**src/rtl/kbd_evt_ctrl_pkg.sv**
```systemverilog
// Shared types and constants for the keyboard event controller.
// Holds the scan-code prefixes, the event payload layout and the MMIO word packing.
package kbd_pkg;

  typedef enum logic [1:0] {
    IDLE   = 2'd0,
    POP    = 2'd1,
    DECODE = 2'd2
  } kbd_state_t;

  typedef struct packed {
    logic       ext;
    logic       brk;
    logic [7:0] code;
  } kbd_evt_t;

  localparam logic [7:0] SC_EXT    = 8'hE0;
  localparam logic [7:0] SC_BRK    = 8'hF0;
  localparam int         VALID_BIT = 31;
  localparam int         OVF_BIT   = 30;

  function automatic logic is_prefix(input logic [7:0] b);
    return (b == SC_EXT) || (b == SC_BRK);
  endfunction

  // Bits 29:10 stay zero; the event sits in 9:0.
  function automatic logic [31:0] pack_rdata(input logic valid, input logic ovf,
                                             input kbd_evt_t evt);
    logic [31:0] r;
    r            = 32'h0000_0000;
    r[VALID_BIT] = valid;
    r[OVF_BIT]   = ovf;
    r[9:0]       = evt;
    return r;
  endfunction

endpackage

```
**src/rtl/kbd_evt_ctrl_if.sv**
```systemverilog
// Receiver-side and CPU-side signals of the keyboard event controller.
// The controller takes the slave modport; the driving environment takes master.
interface kbd_evt_ctrl_if #(
  parameter int CODE_W = 8
);
  logic [CODE_W-1:0] kb_data;
  logic              kb_ready;
  logic              kb_overflow;
  logic              kb_rdn;
  logic              ev_pop;
  logic [31:0]       ev_rdata;
  logic              ev_valid;
  logic              clr_ovf;

  modport slave (
    input  kb_data, kb_ready, kb_overflow, ev_pop, clr_ovf,
    output kb_rdn, ev_rdata, ev_valid
  );

  modport master (
    output kb_data, kb_ready, kb_overflow, ev_pop, clr_ovf,
    input  kb_rdn, ev_rdata, ev_valid
  );
endinterface

```
**src/rtl/kbd_evt_fifo.sv**
```systemverilog
// Synchronous key-event FIFO with extra-MSB pointers and a combinational head.
// Head reads as zero while empty so the MMIO word needs no extra masking.
module kbd_evt_fifo
  import kbd_pkg::*;
#(
  parameter int DEPTH = 8
) (
  input  logic     clk,
  input  logic     clrn,
  input  logic     push,
  input  logic     pop,
  input  kbd_evt_t wdata,
  output logic     full,
  output logic     empty,
  output kbd_evt_t head
);
  localparam int AW = $clog2(DEPTH);

  logic [AW:0] wptr_r;
  logic [AW:0] rptr_r;
  kbd_evt_t    mem_r [DEPTH];
  logic        do_push_s;
  logic        do_pop_s;

  assign full      = (wptr_r[AW] != rptr_r[AW]) && (wptr_r[AW-1:0] == rptr_r[AW-1:0]);
  assign empty     = (wptr_r == rptr_r);
  assign do_push_s = push & ~full;
  assign do_pop_s  = pop & ~empty;
  assign head      = empty ? kbd_evt_t'(10'h000) : mem_r[rptr_r[AW-1:0]];

  // Pointer advance; a pop on an empty FIFO leaves both pointers alone.
  always_ff @(posedge clk) begin
    if (!clrn) begin
      wptr_r <= {(AW+1){1'b0}};
      rptr_r <= {(AW+1){1'b0}};
    end else begin
      if (do_push_s) wptr_r <= wptr_r + {{AW{1'b0}}, 1'b1};
      if (do_pop_s)  rptr_r <= rptr_r + {{AW{1'b0}}, 1'b1};
    end
  end

  // Storage write.
  always_ff @(posedge clk) begin
    if (do_push_s) mem_r[wptr_r[AW-1:0]] <= wdata;
  end

endmodule

```
**src/rtl/kbd_evt_ctrl.sv**
```systemverilog
// Sequencer between the PS/2 byte receiver and the CPU keyboard port: drains bytes,
// folds E0/F0 prefixes into key events and queues them for the CPU.
module kbd_evt_ctrl
  import kbd_pkg::*;
#(
  parameter int DEPTH  = 8,
  parameter int CODE_W = 8
) (
  input  logic           clk,
  input  logic           clrn,
  kbd_evt_ctrl_if.slave  bus
);
  kbd_state_t        state_r;
  kbd_state_t        state_nxt_s;
  logic [CODE_W-1:0] byte_r;
  logic              ext_r;
  logic              brk_r;
  logic              ovf_r;
  logic              kb_rdn_s;
  logic              push_s;
  logic              full_s;
  logic              empty_s;
  kbd_evt_t          head_s;
  kbd_evt_t          wdata_s;

  assign wdata_s = '{ext: ext_r, brk: brk_r, code: byte_r[7:0]};

  kbd_evt_fifo #(.DEPTH(DEPTH)) u_fifo (
    .clk   (clk),
    .clrn  (clrn),
    .push  (push_s),
    .pop   (bus.ev_pop),
    .wdata (wdata_s),
    .full  (full_s),
    .empty (empty_s),
    .head  (head_s)
  );

  // State register.
  always_ff @(posedge clk) begin
    if (!clrn) state_r <= IDLE;
    else       state_r <= state_nxt_s;
  end

  // Next state; DECODE always passes through IDLE so ready is re-sampled after the pop.
  always_comb begin
    state_nxt_s = IDLE;
    case (state_r)
      IDLE: begin
        if (bus.kb_ready && !full_s) state_nxt_s = POP;
        else                         state_nxt_s = IDLE;
      end
      POP:     state_nxt_s = DECODE;
      DECODE:  state_nxt_s = IDLE;
      default: state_nxt_s = IDLE;
    endcase
  end

  // Outputs decoded from the state register.
  always_comb begin
    kb_rdn_s = 1'b1;
    push_s   = 1'b0;
    case (state_r)
      POP:     kb_rdn_s = 1'b0;
      DECODE:  push_s   = !is_prefix(byte_r[7:0]);
      default: begin
        kb_rdn_s = 1'b1;
        push_s   = 1'b0;
      end
    endcase
  end

  // Byte capture and prefix folding.
  always_ff @(posedge clk) begin
    if (!clrn) begin
      byte_r <= {CODE_W{1'b0}};
      ext_r  <= 1'b0;
      brk_r  <= 1'b0;
    end else begin
      if (state_r == POP) byte_r <= bus.kb_data;
      if (state_r == DECODE) begin
        if (byte_r[7:0] == SC_EXT) begin
          ext_r <= 1'b1;
        end else if (byte_r[7:0] == SC_BRK) begin
          brk_r <= 1'b1;
        end else begin
          ext_r <= 1'b0;
          brk_r <= 1'b0;
        end
      end
    end
  end

  // Sticky overflow; a new overflow beats a clear in the same cycle.
  always_ff @(posedge clk) begin
    if (!clrn)                ovf_r <= 1'b0;
    else if (bus.kb_overflow) ovf_r <= 1'b1;
    else if (bus.clr_ovf)     ovf_r <= 1'b0;
  end

  assign bus.kb_rdn   = kb_rdn_s;
  assign bus.ev_valid = !empty_s;
  assign bus.ev_rdata = pack_rdata(!empty_s, ovf_r, head_s);

endmodule
```
**src/flat_wrapper.sv**
```systemverilog
// flat-port wrapper written by rule: the top's interface ports become plain ports
module kbd_evt_ctrl_flat import kbd_pkg::*;
#(
  parameter int DEPTH  = 8,
  parameter int CODE_W = 8
)
  (clk, clrn, bus_kb_data, bus_kb_ready, bus_kb_overflow, bus_ev_pop, bus_clr_ovf, bus_kb_rdn, bus_ev_rdata, bus_ev_valid);
  kbd_evt_ctrl_if #(.CODE_W(CODE_W)) bus_i ();
  input  logic clk;
  input  logic clrn;
  input wire logic [$bits(bus_i.kb_data)-1:0] bus_kb_data;
  input wire logic [$bits(bus_i.kb_ready)-1:0] bus_kb_ready;
  input wire logic [$bits(bus_i.kb_overflow)-1:0] bus_kb_overflow;
  input wire logic [$bits(bus_i.ev_pop)-1:0] bus_ev_pop;
  input wire logic [$bits(bus_i.clr_ovf)-1:0] bus_clr_ovf;
  output wire logic [$bits(bus_i.kb_rdn)-1:0] bus_kb_rdn;
  output wire logic [$bits(bus_i.ev_rdata)-1:0] bus_ev_rdata;
  output wire logic [$bits(bus_i.ev_valid)-1:0] bus_ev_valid;
  assign bus_i.kb_data = bus_kb_data;
  assign bus_i.kb_ready = bus_kb_ready;
  assign bus_i.kb_overflow = bus_kb_overflow;
  assign bus_i.ev_pop = bus_ev_pop;
  assign bus_i.clr_ovf = bus_clr_ovf;
  assign bus_kb_rdn = bus_i.kb_rdn;
  assign bus_ev_rdata = bus_i.ev_rdata;
  assign bus_ev_valid = bus_i.ev_valid;
  kbd_evt_ctrl #(.DEPTH(DEPTH), .CODE_W(CODE_W)) u_core (.clk(clk), .clrn(clrn), .bus(bus_i));
endmodule
```
**config.mk**
```make
export PLATFORM = sky130hd
export DESIGN_NAME = kbd_evt_ctrl_flat
export DESIGN_NICKNAME = d
export VERILOG_FILES = /design/src/rtl/kbd_evt_ctrl_pkg.sv /design/src/rtl/kbd_evt_ctrl_if.sv /design/src/rtl/kbd_evt_fifo.sv /design/src/rtl/kbd_evt_ctrl.sv /design/src/flat_wrapper.sv
export SDC_FILE = /design/constraint.sdc
export NUM_CORES = 1
export LEC_CHECK = 0
export CORE_MARGIN = 2
export CORE_UTILIZATION = 56
export DETAILED_ROUTE_END_ITERATION = 16
export PLACE_DENSITY = 0.79
export SYNTH_ARGS = -nofsm -noshare
export SYNTH_HDL_FRONTEND = slang
export SYNTH_SLANG_ARGS = --single-unit
```
**constraint.sdc**
```tcl
create_clock -name clk -period 2.8 [get_ports clk]
set_input_delay 0.28 -clock clk [delete_from_list [all_inputs] [get_ports clk]]
set_output_delay 0.28 -clock clk [all_outputs]
set_load 0.01 [all_outputs]
```
==> out/results.ini <==
[global_routing]
grt_max_degree = 27
grt_pass1_wl_mm = 11.52
grt_usage = 0.1857
antenna_found_initial = 0
grt_pass1_vias = 2172
grt-ovfl-total = 0

[synthesis]
synth_top_area_share = 0.5498
synth_area_per_cell_um2 = 16.18
synth-edff-count = 80
ys_seq_area_frac = 0.6598
mappedNetlistArea_um2 = 4369
ys_types = 41
ys_top_cells_by_count = edfxtp_1, nand2_1, dfxtp_1
ys_ff_latch = 104
synthTopCellsByArea = edfxtp_1, dfxtp_1, mux4_2
synth_most_common_cell = edfxtp_1
async_reset_ff_frac = 0
ys.flop_type = edfxtp_1
synth_area_leader_cell = edfxtp_1
post_synth_inst_count = 270
ys.warnings.count = 0

[clock_tree]
h-tree-depth = 3
numCtsBuffers = 9
clk_pin_slew_worst_paths_ns = 0.09
clk_latency_ns = 0.36
holdBufCountCts = 0
max-clock-path-buffers = 2
clock-root-buffer = clkbuf_8
cts_setup_buffers = 0
clock-sinks = 104
cts_tree = yes

[worst_setup_path]
critPathRequiredTime_ns = 2.52
crit_type = flop to output pin
end_kind = output pin
r2r_start = u_core.u_fifo.wptr_r[2]
startpoint = u_core.u_fifo.wptr_r[2]
startpoint_type = flop
cp_max_fo = 14
arrival_ns = 2.33

[floorplan]
core_um2 = 7647
ios = 48
die_w_um = 92.33
start_util = 0.5713
core.rowCount = 32
die_y_um = 92.33
die_area_um2 = 8525

[cells_and_area]
drive_above_1_share = 0.1923
nets = 323
area_growth_pct = 12.20
diodes = 0
final-seq-area_um2 = 2884
nFillCells = 551
multiInputGateArea_um2 = 1330
finalNonFillerCells = 414

[pwr]
p_leak_nw = 1.619
power_mw = 2.772
peakVddDrop_mv = 0.3071
clkPwrFrac = 0.317
sequentialPowerShare = 0.611
swShare = 0.2116
p_sw_mw = 0.5866
power.density_nw_per_um2 = 565.5
pwr-share-comb = 0.073
p_int_mw = 2.186

[flow_run]
drv_cap = 0

[detailed_routing]
drt_iter0_markers = 148
first_pass_iters = 4
ant_nets = 0
routed_wl_mm = 7.330
vias = 2262
vias_per_cell = 5.464
drc_errors = 0
wl_per_cell_um = 17.71

[timing]
finalSetupViolations = 0
fin_skew_ns = 0.01297
slew_headroom = 0.4583
tightest_slew_ns = 0.8058
period_share = 0.9333
final.min_clock_period_ns = 2.613
hold_viol = 0
max_freq_mhz = 382.7
tns_ns = 0
rsz0062_at_grt = false
maxSlewViolCount = 0

[status]
status = finished clean

[placement]
hpwl_mm = 4.670
gp_congestion = 0.7464
portBuffers = 27
dpl.cell_count = 398

[hold_path]
min-delay-start = u_core.state_r[0]
hold_path_class = flop to flop

-- cell type report --
type                       count  area share
tap                          102     0.02603
inverter                       3    0.002297
clock buffer                  12     0.02757
multi-input combinational    149      0.2713
clock inverter                 4    0.009444
sequential                   104      0.5883
timing repair buffer          40     0.07504
-- routing by layer --
| metal | part of all wire | vias to the layer above | global-route usage |
|---|---|---|---|
| li1 | - | 1043 | - |
| met3 | 0.054 | 13 | 0.04231 |
| met5 | 0 | - | 0 |
| met2 | 0.48 | 83 | 0.2932 |
| met4 | 0.015 | 0 | 0.06841 |
| met1 | 0.45 | 1123 | 0.2562 |
-- registers in the layout, indices dropped and copies added (netlist names), named ones only --
signal	count
u_core.brk_r	1
u_core.byte_r	8
u_core.ext_r	1
u_core.ovf_r	1
u_core.state_r	2
u_core.u_fifo.mem_r	80
u_core.u_fifo.rptr_r	4
u_core.u_fifo.wptr_r	4
-- power by group through the flow --
stage / combinational [mW] / sequential, mW / clock [mW]
5_1_grt: 0.221 / 1.70 / 0.946
6_report: 0.201 / 1.69 / 0.879
2_1_floorplan: 0.149 / 1.72 / 0
4_1_cts: 0.205 / 1.69 / 0.889
3_5_place_dp: 0.204 / 1.73 / 0
3_3_place_gp: 0.201 / 1.73 / 0
-- layout by cell type, fill, tap and decap left out, types with 2 or more instances in the layout --
master	count
o21ai_0	5
inv_1	2
clkbuf_1	3
a21boi_0	9
nor2_1	15
clkinv_1	2
nand2b_1	4
nor4b_4	2
conb_1	20
xor2_2	2
nor2b_1	2
nor4_2	3
or3_1	2
ha_1	2
edfxtp_1	80
and4b_1	2
clkbuf_8	9
dfxtp_1	23
mux2i_1	15
mux4_2	20
nor4b_2	2
clkdlybuf4s50_1	27
nand2_1	28
buf_4	13
-- cell families (layout without fill, tap and decap cells) --
logic type                 Yosys count  after routing  share of synthesized area
AOI/OAI and AO/OA                   17             17                    0.02606
xor gates and xnor gates             4              4                    0.01575
adders and majority gates            2              2                   0.005726
buffers and inverters               36             59                    0.05212
DFF                                104            104                     0.6598
muxes                               35             35                     0.1375
other                                1             20                  0.0008583
and+or+nand+nor                     71             71                     0.1022
-- critical path, cell delays in order, from the launching register on --
cell	delay (ns)
dfxtp_1	0.63
xor2_2	0.18
nor4b_4	0.36
buf_4	0.27
inv_1	0.07
clkdlybuf4s50_1	0.47
-- stage by stage --
stage	utilization	setup WS (ns)	instance area, µm²	hold WS (ns)
floorplan	-	0.4187	4441	0.3994
global placement	0.6171	0.5224	4720	0.4201
detailed placement	0.6171	0.4028	4720	0.4317
CTS	0.6409	0.1298	4901	0.4438
global route	0.6410	0.02483	4902	0.4776
finish	0.6410	0.1869	4902	0.4415
-- timing repair --
action	in CTS	in global routing
endpoints found under the setup margin	0	9
gates resized for setup	0	1
hold endpoints to repair	0	0
-- worst paths after layout --
| kind | slack [ns] | cells past startpoint | endpoint |
|---|---|---|---|
| max | 0.19 | 5 | bus_ev_rdata[31] |
| min | 0.44 | 1 | u_core.state_r[0] |
| max reg2reg | 0.48 | 4 | u_core.u_fifo.mem_r[7][9] |
| min reg2reg | 0.44 | 1 | u_core.state_r[0] |
Power figures use the tool's default switching activity.
